==> config.mk <==
export PLATFORM = sky130hd
export DESIGN_NAME = wb_write_sequencer_flat
export DESIGN_NICKNAME = d
export VERILOG_FILES = /design/src/rtl/wb_write_sequencer_if.sv /design/src/rtl/wb_write_sequencer.sv /design/src/flat_wrapper.sv
export SDC_FILE = /design/constraint.sdc
export NUM_CORES = 1
export LEC_CHECK = 0
export CORE_AREA = 2 2 155 142
export CTS_BUF_LIST = sky130_fd_sc_hd__clkbuf_4
export CTS_CLUSTER_SIZE = 28
export DETAILED_ROUTE_END_ITERATION = 16
export DIE_AREA = 0 0 157 144
export GPL_TIMING_DRIVEN = 0
export PLACE_DENSITY = 0.87
export SLEW_MARGIN = 20
export SYNTH_ARGS = -nofsm -noshare
export SYNTH_HDL_FRONTEND = slang
export SYNTH_SLANG_ARGS = --single-unit
==> constraint.sdc <==
create_clock -name clk -period 12.6 [get_ports clk]
set_input_delay 1.89 -clock clk [delete_from_list [all_inputs] [get_ports clk]]
set_output_delay 1.89 -clock clk [all_outputs]
set_load 0.05 [all_outputs]
==> src/rtl/wb_write_sequencer_if.sv <==
// Retire, issue, hazard-query and register-file write signals of the
// write-back sequencer, bundled into one interface.
interface wb_write_sequencer_if;
  // Retire channel
  logic        wb_valid;
  logic        wb_ready;
  logic        wb_dst_en;
  logic [3:0]  wb_dst;
  logic [63:0] wb_data;
  logic        wb_ext_en;
  logic [63:0] wb_ext_data;
  logic [1:0]  wb_rsp_op;
  logic        wb_store;
  // Issue-side scoreboard marks
  logic        iss_valid;
  logic        iss_dst_en;
  logic [3:0]  iss_dst;
  logic        iss_ext;
  logic        iss_rsp;
  logic        iss_ready;
  // Source-operand hazard query
  logic [3:0]  rd_a;
  logic [3:0]  rd_b;
  logic        hazard;
  // Register file side
  logic [63:0] rf_rsp;
  logic        rf_we;
  logic [3:0]  rf_waddr;
  logic [63:0] rf_wdata;
  logic        store_writeback;
  logic [15:0] sb_busy;

  modport master (
    output wb_valid, wb_dst_en, wb_dst, wb_data, wb_ext_en, wb_ext_data,
           wb_rsp_op, wb_store, iss_valid, iss_dst_en, iss_dst, iss_ext,
           iss_rsp, rd_a, rd_b, rf_rsp,
    input  wb_ready, iss_ready, hazard, rf_we, rf_waddr, rf_wdata,
           store_writeback, sb_busy
  );

  modport slave (
    input  wb_valid, wb_dst_en, wb_dst, wb_data, wb_ext_en, wb_ext_data,
           wb_rsp_op, wb_store, iss_valid, iss_dst_en, iss_dst, iss_ext,
           iss_rsp, rd_a, rd_b, rf_rsp,
    output wb_ready, iss_ready, hazard, rf_we, rf_waddr, rf_wdata,
           store_writeback, sb_busy
  );
endinterface

==> src/rtl/wb_write_sequencer.sv <==
// Write-back sequencer: serialises up to three register writes of one
// retiring instruction (RSP update, RDX extension, primary destination)
// onto a single register-file write port and tracks busy registers.
module wb_write_sequencer (
  input  logic                 clk,
  input  logic                 reset_n,
  wb_write_sequencer_if.slave  bus
);

  typedef enum logic [1:0] {IDLE, W_RSP, W_EXT, W_DST} state_t;

  localparam logic [3:0] REG_RDX = 4'd2;
  localparam logic [3:0] REG_RSP = 4'd4;

  state_t      r_state;
  state_t      w_state_nxt;

  // Retire fields captured on acceptance
  logic        r_dst_en;
  logic [3:0]  r_dst;
  logic [63:0] r_data;
  logic        r_ext_en;
  logic [63:0] r_ext_data;
  logic [1:0]  r_rsp_op;
  logic        r_store_pulse;
  logic [15:0] r_sb_busy;

  logic        w_idle;
  logic        w_accept;
  logic        w_in_rsp_en;
  logic        w_r_rsp_en;
  logic        w_rf_we;
  logic [3:0]  w_rf_waddr;
  logic [63:0] w_rf_wdata;
  logic [15:0] w_iss_mask;
  logic [15:0] w_clr_mask;
  logic        w_iss_ready;

  // Only op codes 01 (pop, +8) and 10 (push, -8) touch RSP; 11 is a no-op
  assign w_in_rsp_en = (bus.wb_rsp_op == 2'b01) || (bus.wb_rsp_op == 2'b10);
  assign w_r_rsp_en  = (r_rsp_op == 2'b01) || (r_rsp_op == 2'b10);
  assign w_idle      = (r_state == IDLE);
  assign w_accept    = bus.wb_valid && w_idle;

  // Next write after `cur` in the fixed order RSP, EXT, DST; IDLE when none left.
  // Keeping this order lets the loaded value of a POP into RSP win.
  function automatic state_t next_write(state_t cur, logic rsp_en,
                                        logic ext_en, logic dst_en);
    next_write = IDLE;
    if (cur == IDLE && rsp_en)
      next_write = W_RSP;
    else if ((cur == IDLE || cur == W_RSP) && ext_en)
      next_write = W_EXT;
    else if (cur != W_DST && dst_en)
      next_write = W_DST;
  endfunction

  // State register
  always_ff @(posedge clk or negedge reset_n) begin
    // NOTE: sequential state uses non-blocking assignments so every flop
    // samples pre-edge values regardless of statement order.
    if (!reset_n) r_state <= IDLE;
    else          r_state <= w_state_nxt;
  end

  // Next-state decode and write-port drive for the current write state
  always_comb begin
    // NOTE: every output gets a default first so no path leaves a latch.
    w_state_nxt = r_state;
    w_rf_we     = 1'b0;
    w_rf_waddr  = '0;
    w_rf_wdata  = '0;
    case (r_state)
      IDLE: begin
        if (w_accept)
          w_state_nxt = next_write(IDLE, w_in_rsp_en, bus.wb_ext_en, bus.wb_dst_en);
      end
      W_RSP: begin
        w_rf_we     = 1'b1;
        w_rf_waddr  = REG_RSP;
        // rf_rsp is taken live in this cycle; wraps modulo 2^64
        w_rf_wdata  = (r_rsp_op == 2'b01) ? bus.rf_rsp + 64'd8 : bus.rf_rsp - 64'd8;
        w_state_nxt = next_write(W_RSP, w_r_rsp_en, r_ext_en, r_dst_en);
      end
      W_EXT: begin
        w_rf_we     = 1'b1;
        w_rf_waddr  = REG_RDX;
        w_rf_wdata  = r_ext_data;
        w_state_nxt = next_write(W_EXT, w_r_rsp_en, r_ext_en, r_dst_en);
      end
      W_DST: begin
        w_rf_we     = 1'b1;
        w_rf_waddr  = r_dst;
        w_rf_wdata  = r_data;
        w_state_nxt = IDLE;
      end
      default: w_state_nxt = IDLE;
    endcase
  end

  // Capture the retire on acceptance and raise the store pulse for one cycle
  always_ff @(posedge clk or negedge reset_n) begin
    // NOTE: the captured payload is reset too, so a retire cut short by
    // reset leaves no stale data or pending store pulse behind.
    if (!reset_n) begin
      r_dst_en      <= 1'b0;
      r_dst         <= '0;
      r_data        <= '0;
      r_ext_en      <= 1'b0;
      r_ext_data    <= '0;
      r_rsp_op      <= '0;
      r_store_pulse <= 1'b0;
    end else begin
      r_store_pulse <= w_accept && bus.wb_store;
      if (w_accept) begin
        r_dst_en   <= bus.wb_dst_en;
        r_dst      <= bus.wb_dst;
        r_data     <= bus.wb_data;
        r_ext_en   <= bus.wb_ext_en;
        r_ext_data <= bus.wb_ext_data;
        r_rsp_op   <= bus.wb_rsp_op;
      end
    end
  end

  // Registers targeted by the issue request and by the current write
  always_comb begin
    w_iss_mask = '0;
    w_clr_mask = '0;
    if (bus.iss_dst_en) w_iss_mask[bus.iss_dst] = 1'b1;
    if (bus.iss_ext)    w_iss_mask[REG_RDX]     = 1'b1;
    if (bus.iss_rsp)    w_iss_mask[REG_RSP]     = 1'b1;
    if (w_rf_we)        w_clr_mask[w_rf_waddr]  = 1'b1;
  end

  assign w_iss_ready = ~|(w_iss_mask & r_sb_busy);

  // Scoreboard: clear on write-back, set on issue; a same-cycle set wins
  always_ff @(posedge clk or negedge reset_n) begin
    if (!reset_n)
      r_sb_busy <= '0;
    else
      r_sb_busy <= (r_sb_busy & ~w_clr_mask)
                 | ((bus.iss_valid && w_iss_ready) ? w_iss_mask : 16'h0);
  end

  assign bus.wb_ready        = w_idle;
  assign bus.iss_ready       = w_iss_ready;
  assign bus.hazard          = r_sb_busy[bus.rd_a] | r_sb_busy[bus.rd_b];
  assign bus.rf_we           = w_rf_we;
  assign bus.rf_waddr        = w_rf_waddr;
  assign bus.rf_wdata        = w_rf_wdata;
  assign bus.store_writeback = r_store_pulse;
  assign bus.sb_busy         = r_sb_busy;

endmodule

==> src/flat_wrapper.sv <==
// flat-port wrapper written by rule: the top's interface ports become plain ports
module wb_write_sequencer_flat 
  (clk, reset_n, bus_wb_valid, bus_wb_dst_en, bus_wb_dst, bus_wb_data, bus_wb_ext_en, bus_wb_ext_data, bus_wb_rsp_op, bus_wb_store, bus_iss_valid, bus_iss_dst_en, bus_iss_dst, bus_iss_ext, bus_iss_rsp, bus_rd_a, bus_rd_b, bus_rf_rsp, bus_wb_ready, bus_iss_ready, bus_hazard, bus_rf_we, bus_rf_waddr, bus_rf_wdata, bus_store_writeback, bus_sb_busy);
  wb_write_sequencer_if bus_i ();
  input  logic clk;
  input  logic reset_n;
  input wire logic [$bits(bus_i.wb_valid)-1:0] bus_wb_valid;
  input wire logic [$bits(bus_i.wb_dst_en)-1:0] bus_wb_dst_en;
  input wire logic [$bits(bus_i.wb_dst)-1:0] bus_wb_dst;
  input wire logic [$bits(bus_i.wb_data)-1:0] bus_wb_data;
  input wire logic [$bits(bus_i.wb_ext_en)-1:0] bus_wb_ext_en;
  input wire logic [$bits(bus_i.wb_ext_data)-1:0] bus_wb_ext_data;
  input wire logic [$bits(bus_i.wb_rsp_op)-1:0] bus_wb_rsp_op;
  input wire logic [$bits(bus_i.wb_store)-1:0] bus_wb_store;
  input wire logic [$bits(bus_i.iss_valid)-1:0] bus_iss_valid;
  input wire logic [$bits(bus_i.iss_dst_en)-1:0] bus_iss_dst_en;
  input wire logic [$bits(bus_i.iss_dst)-1:0] bus_iss_dst;
  input wire logic [$bits(bus_i.iss_ext)-1:0] bus_iss_ext;
  input wire logic [$bits(bus_i.iss_rsp)-1:0] bus_iss_rsp;
  input wire logic [$bits(bus_i.rd_a)-1:0] bus_rd_a;
  input wire logic [$bits(bus_i.rd_b)-1:0] bus_rd_b;
  input wire logic [$bits(bus_i.rf_rsp)-1:0] bus_rf_rsp;
  output wire logic [$bits(bus_i.wb_ready)-1:0] bus_wb_ready;
  output wire logic [$bits(bus_i.iss_ready)-1:0] bus_iss_ready;
  output wire logic [$bits(bus_i.hazard)-1:0] bus_hazard;
  output wire logic [$bits(bus_i.rf_we)-1:0] bus_rf_we;
  output wire logic [$bits(bus_i.rf_waddr)-1:0] bus_rf_waddr;
  output wire logic [$bits(bus_i.rf_wdata)-1:0] bus_rf_wdata;
  output wire logic [$bits(bus_i.store_writeback)-1:0] bus_store_writeback;
  output wire logic [$bits(bus_i.sb_busy)-1:0] bus_sb_busy;
  assign bus_i.wb_valid = bus_wb_valid;
  assign bus_i.wb_dst_en = bus_wb_dst_en;
  assign bus_i.wb_dst = bus_wb_dst;
  assign bus_i.wb_data = bus_wb_data;
  assign bus_i.wb_ext_en = bus_wb_ext_en;
  assign bus_i.wb_ext_data = bus_wb_ext_data;
  assign bus_i.wb_rsp_op = bus_wb_rsp_op;
  assign bus_i.wb_store = bus_wb_store;
  assign bus_i.iss_valid = bus_iss_valid;
  assign bus_i.iss_dst_en = bus_iss_dst_en;
  assign bus_i.iss_dst = bus_iss_dst;
  assign bus_i.iss_ext = bus_iss_ext;
  assign bus_i.iss_rsp = bus_iss_rsp;
  assign bus_i.rd_a = bus_rd_a;
  assign bus_i.rd_b = bus_rd_b;
  assign bus_i.rf_rsp = bus_rf_rsp;
  assign bus_wb_ready = bus_i.wb_ready;
  assign bus_iss_ready = bus_i.iss_ready;
  assign bus_hazard = bus_i.hazard;
  assign bus_rf_we = bus_i.rf_we;
  assign bus_rf_waddr = bus_i.rf_waddr;
  assign bus_rf_wdata = bus_i.rf_wdata;
  assign bus_store_writeback = bus_i.store_writeback;
  assign bus_sb_busy = bus_i.sb_busy;
  wb_write_sequencer u_core (.clk(clk), .reset_n(reset_n), .bus(bus_i));
endmodule
# Word level (Yosys, flattened, before mapping)
# Cells that the tools add are included.
# word_totals
out_inout_bits,89
register_bits,155
memories,0
inputBits,220
rom_bits,0
word_cells,63
ram_bits,0
latch_bits,0
# classes
eq_ne,7
n_mul,0
n_addsub,2
n_lt_le_gt_ge,6
bitwise,5
reduce_logical,10
muxes,24
n_div,0
shift,0
# op_table
op,count
one-hot mux 64 bit (3 select lines),1
adder 64 x 4 -> 64 bit (second input constant),1
2-to-1 mux 64 bit,1
subtractor 64 x 4 -> 64 bit (second input constant),1
2-to-1 mux 16 bit,3
AND 16 bit,2
less-than comparator 4 x 5 -> 1 bit (second input constant),4
inverter 16 bit,1
OR 16 bit,1
OR reduction 16 bit,1
2-to-1 mux 2 bit,6
one-hot mux 4 bit (3 select lines),1
binary-select mux 1 bit (select 4 bit),2
demux 1 bit (select 4 bit),2
>= comparator 4 x 1 -> 1 bit (second input constant),2
one-hot mux 2 bit (4 select lines),1
2-to-1 mux 1 bit,7
equality test 2 x 1 -> 1 bit (second input constant),3
equality test 2 bit (second input constant),3
logical AND 1 bit,5
OR reduction 3 bit,1
logical NOT 2 bit,1
inequality test 2 bit (second input constant),1
logical NOT 1 bit,1
2 further kinds,2

# Logic depth before layout (Yosys ltp)
# logic_depth
word_depth,12
ltp_mapped,12

# Worst setup path before layout
# Ideal clock, no wire load.
# synth_timing
path_type,register to output
startpoint,reg u_core.r_rsp_op[1]
endpoint,out bus_rf_wdata[35]
path_stages_with_launch,13
n_path_buf,0
path_slack_ns,5.499
arrival_time_ns,5.211
cell_sequence,dfrtp_1 -> nand2b_1 -> inv_1 -> fa_1 -> nor2b_1 -> o2111ai_1 -> a2111oi_2 -> o31a_1 -> o21ai_0 -> a311oi_2 -> a21oi_1 -> xor2_1 -> o31ai_1
# synth_via
elab_chain_len,3
# synth_rtl
element,line_no,text
from (decl),wb_write_sequencer.sv:24,logic [1:0] r_rsp_op;
from (signal assigned),wb_write_sequencer.sv:121,r_rsp_op <= bus.wb_rsp_op;
equality test 2 x 1 -> 1 bit,--,
2-to-1 mux 64 bit,wb_write_sequencer.sv:82,w_rf_wdata = (r_rsp_op == 2'b01) ? bus.rf_rsp + 64'd8 : bus.rf_rsp - 64'd8;
one-hot mux 64 bit (3 select lines),wb_write_sequencer.sv:73,case (r_state)
to (decl),flat_wrapper.sv:28,output wire logic [$bits(bus_i.rf_wdata)-1:0] bus_rf_wdata;
# Every way passes these cells.

# Worst setup path in the final report
# layout_timing
startpoint,in bus_rf_rsp[3]
endpoint,out bus_rf_wdata[63]
# layout_via
elab_chain_len,3
# layout_rtl
element,line_no,text
from (decl),flat_wrapper.sv:22,input wire logic [$bits(bus_i.rf_rsp)-1:0] bus_rf_rsp;
subtractor 64 x 4 -> 64 bit or adder 64 x 4 -> 64 bit (tied branches),wb_write_sequencer.sv:82,
2-to-1 mux 64 bit *,wb_write_sequencer.sv:82,
one-hot mux 64 bit (3 select lines) *,wb_write_sequencer.sv:73,
# Every way passes the cells marked *; elsewhere a longest branch is shown, timed or not.

==> results.sh <==
export IMPL_path_max_fanout=4
export IMPL_clock_skew_ns=0.0176
export IMPL_r2r_end="u_core.r_ext_data[20]$_DFFE_PN0P_"
export IMPL_post_drt_wl_per_cell_microns=23.2
export IMPL_post_cts_buffers=0
export IMPL_synth_compound_area_share_pct=18.6
export IMPL_drive_gt1_share_pct=13.8
export IMPL_hold_viol=0
export IMPL_synthesis_nets=1417
export IMPL_yosys_area_top_type="dfrtp_1"
export IMPL_grt_overflow_total=0
export IMPL_synth_mux_area_share_pct=21.8
export IMPL_hold_buffers=0
export IMPL_fillers=1650
export IMPL_synth_top_family_by_area="multiplexers"
export IMPL_hold_end="u_core.r_data[55]$_DFFE_PN0P_"
export IMPL_slew_violations=0
export IMPL_synthDistinctLibCells=72
export IMPL_drc=0
export IMPL_grt_usage_pct=36.2
export IMPL_synth_edf_count=0
export IMPL_grt_pass1_wl_mm=61.3
export IMPL_ys_seq_area_share_pct=34.7
export IMPL_cts_resized=0
export IMPL_viasPerCell=6.15
export IMPL_r2r_start="u_core.r_state[0]$_DFFE_PN0P_"
export IMPL_critPathCaptureType="primary output"
export IMPL_nNetsFinal=1746
export IMPL_ys_flop_type="dfrtp_1"
export IMPL_max_cap_violations=0
export IMPL_cp_required_ns=10.71
export IMPL_grt_max_degree=90
export IMPL_yosys_warnings=0
export IMPL_fin_ws_ns=4.38
export IMPL_fin_crit_ns=8.22
export IMPL_hp_class="flop to flop"
export IMPL_vias=10900
export IMPL_p_leak_nw=6.05
export IMPL_cts_root_buf="clkbuf_4"
export IMPL_die_height_microns=144
export IMPL_die_w_microns=157
export IMPL_place_ws_ns=4.54
export IMPL_worst_pin_slew_ns=1.20
export IMPL_synth_xor_area_share_pct=4.24
export IMPL_ant_nets=0
export IMPL_drtIter0Drc=870
export IMPL_area_growth_pct=34.2
export IMPL_drt_pre_antenna_iters=5
export IMPL_portBuffers=308
export IMPL_ir_drop_mv=0.226
export IMPL_hpwl_mm=31.9
export IMPL_seq_area_sq_um=3880
export IMPL_ys_top_cells_by_area="dfrtp_1 35%, mux2_2 15%, ha_1 7.6%"
export IMPL_slew_headroom_pct=19.9
export IMPL_ys_ff_latch=155
export IMPL_avgSynthCellArea_sq_um=9.90
export IMPL_place_gp_congestion=1.01
export IMPL_synthAdderAreaFrac_pct=7.80
export IMPL_cts_buffers=17
export IMPL_crit_type="input port to primary output"
export IMPL_async_flop_share_pct=100
export IMPL_final_setup_tns_ns=0
export IMPL_antenna_found_initial=6
export IMPL_rsz0062_at_grt="no"
export IMPL_synth_cells=1128
export IMPL_cts_sinks=155
export IMPL_outcome="finished clean"
export IMPL_initial_core_util_pct=52.9
export IMPL_fp_coreArea_sq_um=21100
export IMPL_whs_ns=0.524
export IMPL_fmax_ghz=0.122
export IMPL_critPathArrivalTime_ns=6.33
export IMPL_syn_area_sq_um=11200
export IMPL_synth_top_area_share_pct=34.7
export IMPL_p_per_area_nw_per_um2=318
export IMPL_reg2reg_slack_ns=9.49
export IMPL_synthSimpleGateAreaFrac_pct=9.81
export IMPL_start_kind="input port"
export IMPL_period_share_pct=65.3
export IMPL_clk_pin_slew_ns=0.15
export IMPL_setup_viol=0
export IMPL_multi_input_area_sq_um=6960
export IMPL_rows=51
export IMPL_clock_latency_ns=0.61
export IMPL_h_tree_depth=4
export IMPL_die_area_sq_um=22600
export IMPL_clockBufferDepth=2
export IMPL_pin_count=309
export IMPL_min_from="u_core.r_data[55]$_DFFE_PN0P_"
export IMPL_worstHoldPathCells=1
export IMPL_cts_tree="yes"
export IMPL_grt_pass1_vias=10900
export IMPL_routed_wl_mm=41.0
export IMPL_reg2reg_depth=6
==> cells in the final DEF, fill, tap and decap left out, types with 4 or more instances in the layout <==
cell	n
clkbuf_1	55
o22ai_1	46
dfrtp_1	155
ha_1	68
and2_1	5
inv_8	4
o21bai_1	17
a31oi_1	6
a21oi_1	77
inv_6	5
o31ai_1	15
clkbuf_4	17
inv_1	27
nand4_1	15
nand3b_1	5
and3_1	14
xor2_1	24
nor3_1	7
nand2_1	75
nor2_1	34
a211oi_1	4
mux4_2	10
mux2_2	144
diode_2	7
nand3_1	28
nor2b_1	5
nor3b_1	5
a21o_1	26
o21a_1	9
buf_1	4
xnor2_1	30
nand2b_1	5
o2111ai_1	4
clkdlybuf4s50_1	307
mux2i_1	59
o21ai_0	83
==> synth_stat cells, types with 17 or more instances <==
library cell / instances
o21bai_1: 17
mux2_2: 144
clkbuf_1: 55
nor2_1: 34
xor2_1: 24
a21o_1: 26
a21oi_1: 77
dfrtp_1: 155
nand3_1: 28
mux2i_1: 59
o21ai_0: 83
xnor2_1: 30
o22ai_1: 46
nand2_1: 75
ha_1: 68
inv_1: 27
==> stage by stage <==
stage	utilization [%]	power (mW)	area, sq um	cells
final	70.9	4.77	15000	1768
after global routing	70.9	5.01	15000	1765
after CTS	70.8	4.73	15000	1761
after detailed placement	69.5	4.40	14700	1729
after global placement	69.2	4.34	14600	1727
after floorplan	-	3.27	11200	1128
==> kinds of logic (layout without fill, tap and decap cells) <==
group / after synthesis / after routing
muxes: 213 / 213
DFF: 155 / 155
other: 0 / 7
adders and majority gates: 69 / 69
and+or+nand+nor: 219 / 219
AOI/OAI and AO/OA: 330 / 330
buffers and inverters: 88 / 430
xor gates and xnor gates: 54 / 54
==> worst max-delay path, cell delays in order <==
cell and delay, ns:
clkdlybuf4s50_1 0.54, inv_1 0.08, fa_1 0.44, nor2b_1 0.22
o2111ai_1 0.22, a2111oi_2 0.49, o31a_1 0.25, or2_4 0.18
a21oi_2 0.10, o31a_1 0.38, or4_1 0.52, o2111ai_1 0.10
clkdlybuf4s50_1 0.91
==> power breakdown <==
group | switching, mW | leakage, nW | total [mW] | internal (mW)
clock | 0.228 | 0.148 | 0.318 | 0.0904
sequential | 0.175 | 1.82 | 0.922 | 0.747
combinational | 2.20 | 4.08 | 3.53 | 1.33
==> worst max path at each step <==
stage | start | to | cells after the start
after floorplan | u_core.r_rsp_op[1]$_DFFE_PN0P_ | bus_rf_wdata[35] | 12
final | bus_rf_rsp[3] | bus_rf_wdata[63] | 13
after detailed placement | bus_rf_rsp[3] | bus_rf_wdata[63] | 13
after global routing | bus_rf_rsp[28] | bus_rf_wdata[61] | 12
after CTS | bus_rf_rsp[3] | bus_rf_wdata[63] | 13
after global placement | reset_n | u_core.r_ext_data[40]$_DFFE_PN0P_ | 1
==> sequential cells by signal (all words and copies together), names as in the netlist <==
signal	flops
u_core.r_ext_data	64
u_core.r_rsp_op	2
u_core.r_dst	4
u_core.r_state	2
u_core.bus.sb_busy	16
u_core.r_ext_en	1
u_core.r_dst_en	1
u_core.r_data	64
u_core.bus.store_writeback	1
==> layout make-up <==
cell class,instances,share of cell area (%)
Clock buffer,17,0.852
Timing Repair Buffer,310,21.0
Clock inverter,15,1.04
Tap cell,291,2.43
Inverter,27,0.676
Buffer,61,1.55
Sequential cell,155,25.9
Multi-Input combinational cell,885,46.5
Antenna cell,7,0.117
==> metal layers <==
layer	GRT usage (%)	routed length [microns]
met1	45.9	16500
met2	59.2	18900
met3	8.24	3880
met4	16.9	1730
met5	0	0
No activity file was read; power rests on OpenSTA's default activity.
